File: config.mk
export PLATFORM = sky130hd
export DESIGN_NAME = readout_rx_seq
export DESIGN_NICKNAME = d
export VERILOG_FILES = /design/src/rtl/readout_rx_pkg.sv /design/src/rtl/readout_rx_loop_stack.sv /design/src/rtl/readout_rx_seq.sv
export SDC_FILE = /design/constraint.sdc
export NUM_CORES = 1
export LEC_CHECK = 0
export ABC_AREA = 1
export ABC_CLOCK_PERIOD_IN_PS = 6700
export BUFFER_PORTS_ARGS = -buffer_cell sky130_fd_sc_hd__buf_2
export CAP_MARGIN = 20
export CORE_MARGIN = 1.5
export CORE_UTILIZATION = 30
export DETAILED_ROUTE_END_ITERATION = 8
export SLEW_MARGIN = 30
export SYNTH_ARGS = -nofsm -noshare
export SYNTH_HDL_FRONTEND = slang
export SYNTH_SLANG_ARGS = --single-unit
File: constraint.sdc
create_clock -name clk -period 6.7 [get_ports clk]
set_input_delay 0.335 -clock clk [delete_from_list [all_inputs] [get_ports clk]]
set_output_delay 0.335 -clock clk [all_outputs]
set_load 0.005 [all_outputs]
File: src/rtl/readout_rx_pkg.sv
// rtl/readout_rx_pkg.sv - shared opcodes, state encoding and stack entry sizing for the readout RX sequencer
package readout_rx_pkg;

  localparam logic [2:0] OP_SEQ  = 3'd0;
  localparam logic [2:0] OP_JMP  = 3'd1;
  localparam logic [2:0] OP_LOOP = 3'd2;
  localparam logic [2:0] OP_ENDL = 3'd3;
  localparam logic [2:0] OP_HALT = 3'd4;
  localparam logic [2:0] OP_WAIT = 3'd5;

  typedef enum logic [1:0] {
    IDLE = 2'd0,
    RUN  = 2'd1,
    HALT = 2'd2
  } state_t;

  // A stack entry packs {return address, remaining iterations}
  function automatic int stack_entry_w(input int pc_w, input int cnt_w);
    return pc_w + cnt_w;
  endfunction

endpackage

File: src/rtl/readout_rx_loop_stack.sv
// rtl/readout_rx_loop_stack.sv - LIFO of {addr, count} hardware loop frames with push, pop and top decrement
import readout_rx_pkg::*;

module readout_rx_loop_stack #(
  parameter int AW    = 11,
  parameter int CW    = 10,
  parameter int DEPTH = 4
) (
  input  logic          clk,
  input  logic          rst,
  input  logic          clr,
  input  logic          push,
  input  logic          pop,
  input  logic          dec_top,
  input  logic [AW-1:0] push_addr,
  input  logic [CW-1:0] push_count,
  output logic [AW-1:0] top_addr,
  output logic [CW-1:0] top_count,
  output logic          empty,
  output logic          full
);

  localparam int EW = stack_entry_w(AW, CW);
  localparam int PW = $clog2(DEPTH + 1);

  logic [EW-1:0] mem_q [DEPTH];
  logic [EW-1:0] mem_d [DEPTH];
  logic [PW-1:0] ptr_q, ptr_d;
  logic [EW-1:0] top_entry;

  assign empty     = (ptr_q == '0);
  assign full      = (ptr_q == PW'(DEPTH));
  assign top_addr  = top_entry[EW-1:CW];
  assign top_count = top_entry[CW-1:0];

  // ptr_q counts occupied entries, so the top frame lives at ptr_q-1
  always_comb begin
    top_entry = '0;
    for (int i = 0; i < DEPTH; i++) begin
      if (ptr_q == PW'(i + 1)) top_entry = mem_q[i];
    end
  end

  always_comb begin
    mem_d = mem_q;
    ptr_d = ptr_q;
    if (clr) begin
      ptr_d = '0;
    end else if (push && !full) begin
      for (int i = 0; i < DEPTH; i++) begin
        if (ptr_q == PW'(i)) mem_d[i] = {push_addr, push_count};
      end
      ptr_d = ptr_q + PW'(1);
    end else if (pop && !empty) begin
      ptr_d = ptr_q - PW'(1);
    end else if (dec_top && !empty && (top_count != '0)) begin
      for (int i = 0; i < DEPTH; i++) begin
        if (ptr_q == PW'(i + 1)) mem_d[i] = {top_addr, top_count - CW'(1)};
      end
    end
  end

  always_ff @(posedge clk) begin
    if (rst) ptr_q <= '0;
    else     ptr_q <= ptr_d;
    mem_q <= mem_d;
  end

endmodule

File: src/rtl/readout_rx_seq.sv
// rtl/readout_rx_seq.sv - next-PC sequencer for the readout RX microcode (SEQ/JMP/LOOP/ENDL/HALT/WAIT)
// Optional PC bounds checking against PC_MAX is enabled by defining READOUT_RX_SEQ_BOUNDS_EN.
import readout_rx_pkg::*;

module readout_rx_seq #(
  parameter int PC_WIDTH   = 11,
  parameter int CNT_WIDTH  = 10,
  parameter int LOOP_DEPTH = 4,
  parameter int START_PC   = 0,
  parameter int PC_MAX     = 2047
) (
  input  logic                 clk,
  input  logic                 rst,
  input  logic                 start,
  input  logic [PC_WIDTH-1:0]  PC,
  input  logic                 instr_valid,
  input  logic [2:0]           instr_op,
  input  logic [PC_WIDTH-1:0]  instr_target,
  input  logic [CNT_WIDTH-1:0] instr_count,
  input  logic                 ext_trig,
  input  logic                 stall,
  output logic                 update_pc,
  output logic [PC_WIDTH-1:0]  next_PC,
  output logic                 running,
  output logic                 done,
  output logic                 loop_err,
  output logic                 pc_err
);

  state_t state_q, state_d;
  logic   loop_err_q, loop_err_d;
  logic   pc_err_q, pc_err_d;

  logic                 go;
  logic [PC_WIDTH-1:0]  pc_inc;
  logic [PC_WIDTH-1:0]  cand_pc;
  logic [CNT_WIDTH-1:0] push_count;
  logic                 want_upd, loop_fault, halt_req, restart, bounds_fault;
  logic                 push_req, pop_req, dec_req;
  logic [PC_WIDTH-1:0]  top_addr;
  logic [CNT_WIDTH-1:0] top_count;
  logic                 stk_empty, stk_full;

  assign go     = instr_valid & ~stall;
  assign pc_inc = PC + PC_WIDTH'(1);
  // A count of 0 still runs the body once, so it stores the same frame as a count of 1
  assign push_count = (instr_count == '0) ? '0 : instr_count - CNT_WIDTH'(1);

  readout_rx_loop_stack #(
    .AW    (PC_WIDTH),
    .CW    (CNT_WIDTH),
    .DEPTH (LOOP_DEPTH)
  ) u_stack (
    .clk        (clk),
    .rst        (rst),
    .clr        (restart),
    .push       (push_req & ~bounds_fault),
    .pop        (pop_req & ~bounds_fault),
    .dec_top    (dec_req & ~bounds_fault),
    .push_addr  (pc_inc),
    .push_count (push_count),
    .top_addr   (top_addr),
    .top_count  (top_count),
    .empty      (stk_empty),
    .full       (stk_full)
  );

  // Decision for this cycle: candidate PC and the side effects it implies
  always_comb begin
    cand_pc    = '0;
    want_upd   = 1'b0;
    loop_fault = 1'b0;
    halt_req   = 1'b0;
    restart    = 1'b0;
    push_req   = 1'b0;
    pop_req    = 1'b0;
    dec_req    = 1'b0;
    case (state_q)
      IDLE, HALT: begin
        if (start) begin
          restart  = 1'b1;
          want_upd = 1'b1;
          cand_pc  = PC_WIDTH'(START_PC);
        end
      end
      RUN: begin
        if (go) begin
          case (instr_op)
            OP_JMP: begin
              cand_pc  = instr_target;
              want_upd = 1'b1;
            end
            OP_LOOP: begin
              if (stk_full) begin
                loop_fault = 1'b1;
              end else begin
                push_req = 1'b1;
                cand_pc  = pc_inc;
                want_upd = 1'b1;
              end
            end
            OP_ENDL: begin
              if (stk_empty) begin
                loop_fault = 1'b1;
              end else if (top_count != '0) begin
                dec_req  = 1'b1;
                cand_pc  = top_addr;
                want_upd = 1'b1;
              end else begin
                pop_req  = 1'b1;
                cand_pc  = pc_inc;
                want_upd = 1'b1;
              end
            end
            OP_HALT: halt_req = 1'b1;
            OP_WAIT: begin
              cand_pc  = pc_inc;
              want_upd = ext_trig;
            end
            default: begin
              cand_pc  = pc_inc;
              want_upd = 1'b1;
            end
          endcase
        end
      end
      default: ;
    endcase
  end

`ifdef READOUT_RX_SEQ_BOUNDS_EN
  assign bounds_fault = want_upd && (int'(cand_pc) > PC_MAX);
`else
  assign bounds_fault = 1'b0;
`endif

  always_ff @(posedge clk) begin
    if (rst) begin
      state_q    <= IDLE;
      loop_err_q <= 1'b0;
      pc_err_q   <= 1'b0;
    end else begin
      state_q    <= state_d;
      loop_err_q <= loop_err_d;
      pc_err_q   <= pc_err_d;
    end
  end

  always_comb begin
    state_d    = state_q;
    loop_err_d = loop_err_q;
    pc_err_d   = pc_err_q;
    if (restart) begin
      state_d    = RUN;
      loop_err_d = 1'b0;
      pc_err_d   = 1'b0;
    end
    if (halt_req) state_d = HALT;
    if (loop_fault) begin
      loop_err_d = 1'b1;
      state_d    = HALT;
    end
    if (bounds_fault) begin
      pc_err_d = 1'b1;
      state_d  = HALT;
    end
  end

  always_comb begin
    update_pc = want_upd & ~bounds_fault;
    next_PC   = cand_pc;
    running   = (state_q == RUN);
    done      = (state_q == HALT);
    loop_err  = loop_err_q;
    pc_err    = pc_err_q;
  end

endmodule

### Word level (Yosys, flattened, before mapping)

Index checks and enable logic that the tools add are counted.

* add/sub/neg operators: 5
* equal/unequal tests: 16
* multiplexer cells: 57
* bitwise logic cells: 3
* reductions and logical operators: 25

Operator list (number)
* two-way mux 21 bit: 12
* two-way mux 84 bit: 3
* two-way mux 11 bit: 5
* case mux 11 bit (4 select lines): 1
* two-way mux 1 bit: 27
* AND reduction 5 bit: 4
* subtractor 10 x 1 -> 10 bit (second input constant): 2
* nonzero test 2 bit: 7
* equality test 3 x 2 -> 1 bit (second input constant): 4
* adder 11 x 1 -> 11 bit (second input constant): 1
* zero test 10 bit: 1
* two-way mux 10 bit: 1
* nonzero test 10 bit: 1
* equality test 3 bit (second input constant): 3
* equality test 3 x 1 -> 1 bit (second input constant): 2
* two-way mux 2 bit: 3
* two-way mux 3 bit: 2
* inequality test 2 bit (second input constant): 3
* logical AND 1 bit: 4
* inequality test 2 x 1 -> 1 bit (second input constant): 2
* case mux 1 bit (2 select lines): 2
* case mux 1 bit (4 select lines): 1
* OR reduction 2 bit: 2
* adder 3 x 1 -> 3 bit (second input constant): 1
* other kinds (10): 12

* register bits after elaboration: 90
* output and inout port bits: 16
* logic and storage cells: 114

### Depth between registers and ports, before layout

Gate-level depths: netlist (run 1).

* depth after elaboration: 16
* gate-level depth with buffers: 22

### Cells and area by module

A second synthesis (run 1) with hierarchy kept.

* cell total of the unflattened synthesis: 637
* area, all modules: 5267.6 um^2

Modules (own cells, without submodules)
* readout_rx_loop_stack: instances 1, cells an instance 421, area an instance 4152.7 um^2, sequential area each 2582.5 um^2
* readout_rx_seq: instances 1, cells an instance 216, area an instance 1114.8 um^2, sequential area each 60.1 um^2

### Worst setup path before layout (run 1)

Ideal clock, no wire load.

* path type: register to register
* from: register u_stack.ptr_q[0]
* to: register u_stack.mem_q[42] in the netlist's numbering, enable pin
* library setup time: 399 ps
* arrival time: 3166 ps
* slack: 3135 ps
* cell stages (with the launch flop): 22
* path buffers: 3
* period minus slack after synthesis: 3565 ps
* path through: dfxtp_1 > ha_1 > ha_1 > buf_4 > inv_4 > buf_6 > buf_4 > nor2_1 > nor2_1 > nand2_1 > nand2_1 > inv_2 > ha_1 > inv_1 > nor2_2 > nand2_2 > nor2_8 > nand2_4 > nand2_4 > o21ai_2 > inv_2 > nor2_1

* word-level cells in the longest chain between the ends: 15
* elaborated cells between the ends (all ways): 35
* those cells by class: eq/ne: 6; mux: 18; reduce/logical: 11

Ends and longest elaborated chain
* start: declaration: RTL line readout_rx_loop_stack.sv:28 `logic [PW-1:0] ptr_q, ptr_d;`
* start signal: assignment: RTL line readout_rx_loop_stack.sv:65 `else ptr_q <= ptr_d;`
* equality test 3 x 1 -> 1 bit: RTL line readout_rx_loop_stack.sv:40, readout_rx_loop_stack.sv:51
* two-way mux 21 bit (4 in a row): RTL line readout_rx_loop_stack.sv:40 `if (ptr_q == PW'(i + 1)) top_entry = mem_q[i];`
* nonzero test 10 bit: RTL line readout_rx_loop_stack.sv:56, readout_rx_seq.sv:105
* two-way mux 1 bit: RTL line readout_rx_seq.sv:105 `end else if (top_count != '0) begin`
* two-way mux 1 bit: RTL line readout_rx_seq.sv:103 `if (stk_empty) begin`
* two-way mux 1 bit: RTL line readout_rx_seq.sv:88 `case (instr_op)`
* two-way mux 1 bit: RTL line readout_rx_seq.sv:87 `if (go) begin`
* two-way mux 1 bit: RTL line readout_rx_seq.sv:78 `case (state_q)`
* logical AND 1 bit (2 in a row): RTL line readout_rx_loop_stack.sv:56 `end else if (dec_top && !empty && (top_count != '0)) begin`
* nonzero test 2 bit (no source line)
* AND reduction 5 bit (no source line) *
* end signal: assignment: RTL line readout_rx_loop_stack.sv:66 `mem_q <= mem_d;`
* end: declaration: RTL line readout_rx_loop_stack.sv:26 `logic [EW-1:0] mem_q [DEPTH];`

Every way passes the cells marked *; elsewhere a longest branch is shown, timed or not.
A chain may end at the register's enable or synchronous reset.

### Worst setup path after layout (run 1)

* from: register u_stack.ptr_q[2]
* to: output port next_PC[5]

* word-level cells in the longest chain between the ends: 11
* elaborated cells between the ends (all ways): 16
* those cells by class: eq/ne: 4; mux: 10; reduce/logical: 2

Ends and longest elaborated chain
* equality test 3 x 1 -> 1 bit: RTL line readout_rx_loop_stack.sv:40
* two-way mux 21 bit (4 in a row): RTL line readout_rx_loop_stack.sv:40
* nonzero test 10 bit: RTL line readout_rx_seq.sv:105
* two-way mux 11 bit: RTL line readout_rx_seq.sv:105
* two-way mux 11 bit: RTL line readout_rx_seq.sv:103
* case mux 11 bit (4 select lines) *: RTL line readout_rx_seq.sv:88
* two-way mux 11 bit *: RTL line readout_rx_seq.sv:87
* two-way mux 11 bit *
* end: declaration: RTL line readout_rx_seq.sv:23 `output logic [PC_WIDTH-1:0] next_PC,`

Marked as above.

==> results.toml, run 1 <==
[clocking]
post-cts-setup-buffers = 0
cts_root_buf = "clkbuf_16"
post_cts_resized = 0
cts.sinks = 90
clkLatencyLatePin_ns = 0.34
cts_buffer_depth = 2
cts_buffers = 9
postCtsHoldBufs = 0
cts_tree = "done"
cts_max_level = 3
cts.reportedPaths.clkPinSlew_ns = 0.06

[grt]
grt_util_met3 = 0.0206
grt_start_max_net_pins = 38
grt_pass1_vias = 3840
grt_busiest_layer = "met2"
grtUsageMet2 = 0.250
antenna_found_initial = 0
overflow = 0
grt_pass1_wl_um = 19900
grt.met1_usage = 0.182
grt_usage = 0.143

[final_layout]
area_growth_pct = 14.6
n_fill_cell = 1732
layout.nets = 704
n_antenna_cell = 0
stdcell_area_um2 = 6030
post-route-util = 0.350
drive_gt1_frac = 0.175

[critical_path]
rr_worst_depth = 19
rrSetupSlack_ns = 2.98
cp_slowest_cell = "dfxtp_1"
crit_fanout = 37
end_kind = "output port"
r2r_start = "u_stack.ptr_q[0]$_SDFFE_PP0P_"
critPathTopFamily = "simple AND/OR/NAND/NOR gates"
crit_type = "flop to output port"
r2r_end = "u_stack.mem_q[78]$_DFFE_PP_"
startpoint_type = "flop"
endpoint = "next_PC[5]"
path_cells = "inv_8 -> ha_1 -> inv_4 -> nand3_1 -> a21boi_2 -> ha_1 -> inv_1 -> nor2_2 -> nand2_2 -> nor2_8 -> nand2_4 -> nand3_1 -> nand2_1 -> o21ai_0 -> inv_1 -> buf_2"
cp_num_buf_inv = 5
cp-startpoint = "u_stack.ptr_q[2]$_SDFFE_PP0P_"
crit_cells = 16
max_stage_delay_ns = 0.66
critPathRequiredTime_ns = 6.36
crit_arrival_ns = 3.50

[yosys]
syn_inst = 602
netlist_top_cells_count = "nand2_1 (144), edfxtp_1 (84), nor2_1 (75), inv_1 (54), nand3_1 (47)"
yosysSeqAreaShare = 0.503
synth_edf_count = 84
synth_top_flop_cell = "edfxtp_1"
synth_fp_nets = 654
synth_most_common_cell = "nand2_1"
syn_area_um2 = 5260
synth_top_area_cell = "edfxtp_1"
netlist.area_leader.share = 0.480
ys_warn_count = 0
yosysUniqueCellTypes = 51
ys_seq_elements = 90
synth.avg_cell_area_um2 = 8.73
synthTopCellsByArea = "edfxtp_1 (48%), nand2_1 (10%), nor2_1 (5.4%), nand3_1 (4.5%), o21ai_0 (4.0%)"
async_flop_share = 0

[detailed_routing]
drc_errors = 0
wl_um = 12700
routed_via_density = 4.74
dr.pass1.iters = 4
wire_per_inst_um = 14.4
num_vias = 4178
final_antenna_net_count = 0
drtIter0Drc = 257

[sta]
slew_violations = 0
worstMarginPinSlew_ns = 0.847
holdWs_ns = 0.187
finalSetupViolCount = 0
fin_crit_ns = 3.84
rsz0062_at_grt = "false"
min_period_over_period = 0.573
hold_violations = 0
fin_setup_tns_ns = 0
max_slew_margin = 0.433
finalWorstSetupSlack_ns = 2.86
fin_skew_ns = 0.00601
fmax_ghz = 0.261

[power_and_ir_drop]
pwr-share-comb = 0.072
power_density_nw_per_um2 = 201
switching_share = 0.226
netSwitchingPower_mw = 0.273
vdd_drop_max_uv = 159
seqPwrFrac = 0.506
clockPowerShare = 0.422
internal-power_mw = 0.935
power_leakage_nw = 2.42

[floorplan]
coreArea_um2 = 17200
die_height_um = 135
die-area_um2 = 18300
io_pins = 57
core.rowCount = 48
die_x_um = 135
start_util = 0.305

[hold_path]
worstHoldPathType = "primary input to flop"

[flow_run]
maxCapViolCount = 0

[placement]
dp_hpwl_um = 9250
io_buffers = 55
dp_slack_ns = 2.99
placedInstanceArea_um2 = 5730
gp_congestion = 0.806

[status]
outcome = "finished, final reports clean"
## through the flow
step / instances / power (mW)
after floorplan: 602 / 0.676
after global placement: 866 / 0.710
after detailed placement: 866 / 0.711
after CTS: 882 / 1.21
after global routing: 882 / 1.25
final: 882 / 1.21
## worst min-delay path by stage
stage,start,endpoint,slack (ns),depth (start not counted)
floorplan,rst,state_q[1]$_SDFFE_PP0P_,0.40,1
global placement,loop_err$_SDFFE_PP0P_,loop_err$_SDFFE_PP0P_,0.49,2
detailed placement,state_q[1]$_SDFFE_PP0P_,state_q[1]$_SDFFE_PP0P_,0.50,2
CTS,rst,state_q[1]$_SDFFE_PP0P_,0.18,2
global route,rst,state_q[1]$_SDFFE_PP0P_,0.19,2
finish,rst,state_q[1]$_SDFFE_PP0P_,0.19,2
## layer usage
layer / wire, um / vias to the layer above
li1: - / 2123
met1: 5770 / 1962
met2: 6380 / 80
met3: 403 / 13
met4: 150 / 0
met5: 0 / -
## sequential cells by signal, indices dropped and copies added (netlist names)
name and count:
u_stack.mem_q 84, state_q 2, loop_err 1, u_stack.ptr_q 3
## worst register-to-register path: cells and delay by family (launching register included)
family / cells / cell delay, ns
AND/OR/NAND/NOR: 11 / 1.74
adder cells (fa/ha/maj): 2 / 0.63
buffers and inverters: 5 / 0.48
flip-flops: 1 / 0.34
AO/OA/AOI/OAI: 1 / 0.15
## cell usage in the layout (no fill, tap or decap), types with 2 or more instances in the layout
cell	n
nand2_1	144
edfxtp_1	84
nor2_1	73
buf_2	55
inv_1	54
nand3_1	47
o21ai_0	41
a21oi_1	23
ha_1	11
nor3_1	9
clkbuf_16	9
xor2_1	8
o22ai_1	7
nand2_2	7
inv_2	6
o21ai_1	6
dfxtp_1	6
nor2_2	5
xnor2_1	5
inv_6	4
nor2_4	4
nand2_4	4
a311oi_1	4
clkinv_1	3
a221oi_1	3
inv_4	2
nand2_8	2
nor2_8	2
nand4_1	2
and2_1	2
o21ai_2	2
buf_4	2
## power by group through the flow
stage	combinational [mW]	sequential (mW)	clock (mW)
2_1_floorplan	0.0529	0.623	0
3_3_place_gp	0.0866	0.623	0
3_5_place_dp	0.0872	0.623	0
4_1_cts	0.0876	0.611	0.514
5_1_grt	0.0978	0.611	0.537
6_report	0.0875	0.611	0.510
## cells by family (layout without fill, tap and decap cells)
group                      count (synthesis)  count (layout)  share of synthesized area
other                                      1               1                   0.000713
AOI/OAI and AO/OA                         96              96                      0.107
adders and majority gates                 11              11                     0.0262
buffers and inverters                     85             140                     0.0747
xor gates and xnor gates                  13              13                     0.0217
and+or+nand+nor                          305             305                      0.265
DFF                                       90              90                      0.503
muxes                                      1               1                    0.00190
## final cells by class
class                   count  area (um^2)  area share
clock buffers              10          229      0.0380
clock inverters             6         72.6      0.0120
inverters                  67          269      0.0446
multi-input cells         427         2240       0.372
flip-flops and latches     90         2640       0.438
well taps                 225          282      0.0467
repair buffers             57          290      0.0482
(Power assumes the default switching activity.)
==> run 2, diff against run 1 <==
Settings changed: ABC_CLOCK_PERIOD_IN_PS 6700 to 3200.
Clock period 6.7 ns to 3.2 ns, I/O delays scaled along.
==> run 2 against run 1 <==
Net effect:
- cell count grew 2.0%
- critical endpoint unchanged
- clock power is 100% higher
- total power up 110%
- via count grew 0.57%
- global-route usage rose by 0.65 points
- clock skew rose by 0.0019 ns
- hold slack lost 0.10 ns
- critical path type unchanged
==> results.toml, run 2 (synthesized netlist as in run 1, its figures left out) <==
[clocking]
cts_tree = "done"
cts.reportedPaths.clkPinSlew_ns = 0.07
cts_buffer_depth = 2
cts_root_buf = "clkbuf_16"
cts.sinks = 90
clkLatencyLatePin_ns = 0.34
cts_max_level = 3
cts_buffers = 9

[sta]
min_period_over_period = 0.934
hold_violations = 0
finalSetupViolCount = 0
fin_setup_tns_ns = 0
finalWorstSetupSlack_ns = 0.210
worstMarginPinSlew_ns = 0.824
max_slew_margin = 0.449
fin_crit_ns = 2.99
slew_violations = 0
holdWs_ns = 0.0828
fmax_ghz = 0.334
fin_skew_ns = 0.00790

[detailed_routing]
dr.pass1.iters = 5
num_vias = 4202
final_antenna_net_count = 0
drc_errors = 0
drtIter0Drc = 293
wl_um = 13200
routed_via_density = 4.67
wire_per_inst_um = 14.6

[final_layout]
area_growth_pct = 18.2
n_fill_cell = 1741
n_antenna_cell = 0
largest_reg_flops = 84
post-route-util = 0.361
layout_commonest_cell = "nand2_1"
top_regs = "u_stack.mem_q: 84 flops, u_stack.ptr_q: 3 flops, state_q: 2 flops"
layout.nets = 723
regMostFlops = "u_stack.mem_q"
ff_latch_area_um2 = 2640
multi_input_area_um2 = 2260
drive_gt1_frac = 0.204
final_cell_mix = "nand2_1 (144), edfxtp_1 (84), nor2_1 (71)"

[critical_path]
end_kind = "output port"
cp_slowest_cell = "dfxtp_1"
cp_num_buf_inv = 5
timing.critical_path.mode_cell = "inv_1"
crit_fanout = 36
startpoint_type = "flop"
critPathTopFamily = "simple AND/OR/NAND/NOR gates"
max_stage_delay_ns = 0.34
crit_type = "flop to output port"
crit_arrival_ns = 2.83
critPathRequiredTime_ns = 3.04
path_cells = "inv_1 -> ha_2 -> nand2_8 -> inv_16 -> nor2_1 -> a21boi_2 -> ha_1 -> inv_1 -> nor2_2 -> nand2_2 -> nor2_8 -> nand2_4 -> nand3_1 -> nand2_1 -> o21ai_1 -> inv_1 -> buf_2"

[power_and_ir_drop]
internal-power_mw = 1.95
seqPwrFrac = 0.510
clockPowerShare = 0.415
vdd_drop_max_uv = 251
power_density_nw_per_um2 = 404
power_leakage_nw = 2.51
switching_share = 0.223
pwr-share-comb = 0.074
netSwitchingPower_mw = 0.560

[status]
outcome = "finished, final reports clean"

[placement]
dp_hpwl_um = 9760
dp_slack_ns = 0.232
io_buffers = 55
gp_congestion = 0.805

[grt]
antenna_found_initial = 0
overflow = 0
grt_start_max_net_pins = 37
grt_pass1_wl_um = 20700
grt_pass1_vias = 3962
grt_usage = 0.149

[floorplan]
io_pins = 57
coreArea_um2 = 17200
die_x_um = 135
die-area_um2 = 18300
core.rowCount = 48
start_util = 0.305
die_height_um = 135

[flow_run]
maxCapViolCount = 0

[hold_path]
worstHoldPathType = "primary input to flop"
## run 2: cell count changes in the layout (fill, tap and decap cells not counted), sizes merged
cell | previous run | this run
buf | 57 | 75
clkbuf | 10 | 9
clkinv | 4 | 5
clkinvlp | 1 | 2
dlygate4sd3 | 0 | 1
inv | 67 | 65
## run 2: tightest hold or removal path: stages
cell and delay, ns:
buf_2 0.09, o2111ai_1 0.09, inv_1 0.06
## run 2: worst paths after layout
check / startpoint / end / slack, ns / depth (start not counted)
worst max register to register: u_stack.ptr_q[0]$_SDFFE_PP0P_ / u_stack.mem_q[74]$_DFFE_PP_ / 0.37 / 20
worst min-delay path: start / state_q[0]$_SDFFE_PP0P_ / 0.08 / 3
worst max-delay path: u_stack.ptr_q[0]$_SDFFE_PP0P_ / next_PC[5] / 0.21 / 17
worst min register to register: loop_err$_SDFFE_PP0P_ / loop_err$_SDFFE_PP0P_ / 0.50 / 2
## run 2: repair_timing
| item | CTS | global route |
|---|---|---|
| buffers inserted | 0 | 1 |
| hold buffers | 1 | 0 |
| pin swaps | 0 | 1 |
| endpoints found under the hold margin | 1 | 0 |
| setup endpoints to repair | 4 | 11 |
| resized for setup | 4 | 10 |
## run 2: area by class of cell
cell class | count | area share
inverters | 67 | 0.0451
repair buffers | 76 | 0.0741
well taps | 225 | 0.0453
clock inverters | 6 | 0.0107
flip-flops and latches | 90 | 0.425
multi-input cells | 427 | 0.363
clock buffers | 9 | 0.0362
## run 2: routing by layer
| layer | GRT usage | wire, um |
|---|---|---|
| met1 | 0.199 | 6040 |
| met2 | 0.252 | 6340 |
| met3 | 0.0239 | 668 |
| met4 | 0.0418 | 138 |
| met5 | 0 | 0 |
## run 2: metrics by stage
step	total power, mW	cell area [um^2]	std cells
finish	2.51	6210	900
global route	2.59	6210	900
CTS	2.53	6180	899
detailed placement	1.49	5870	883
global placement	1.49	5870	883
floorplan	1.42	5270	602
## run 2: power by group through the flow
stage / clock network, mW / registers, mW / logic (mW)
6_report: 1.04 / 1.28 / 0.187
5_1_grt: 1.11 / 1.28 / 0.210
4_1_cts: 1.06 / 1.28 / 0.187
3_5_place_dp: 0 / 1.31 / 0.185
3_3_place_gp: 0 / 1.31 / 0.184
2_1_floorplan: 0 / 1.30 / 0.111
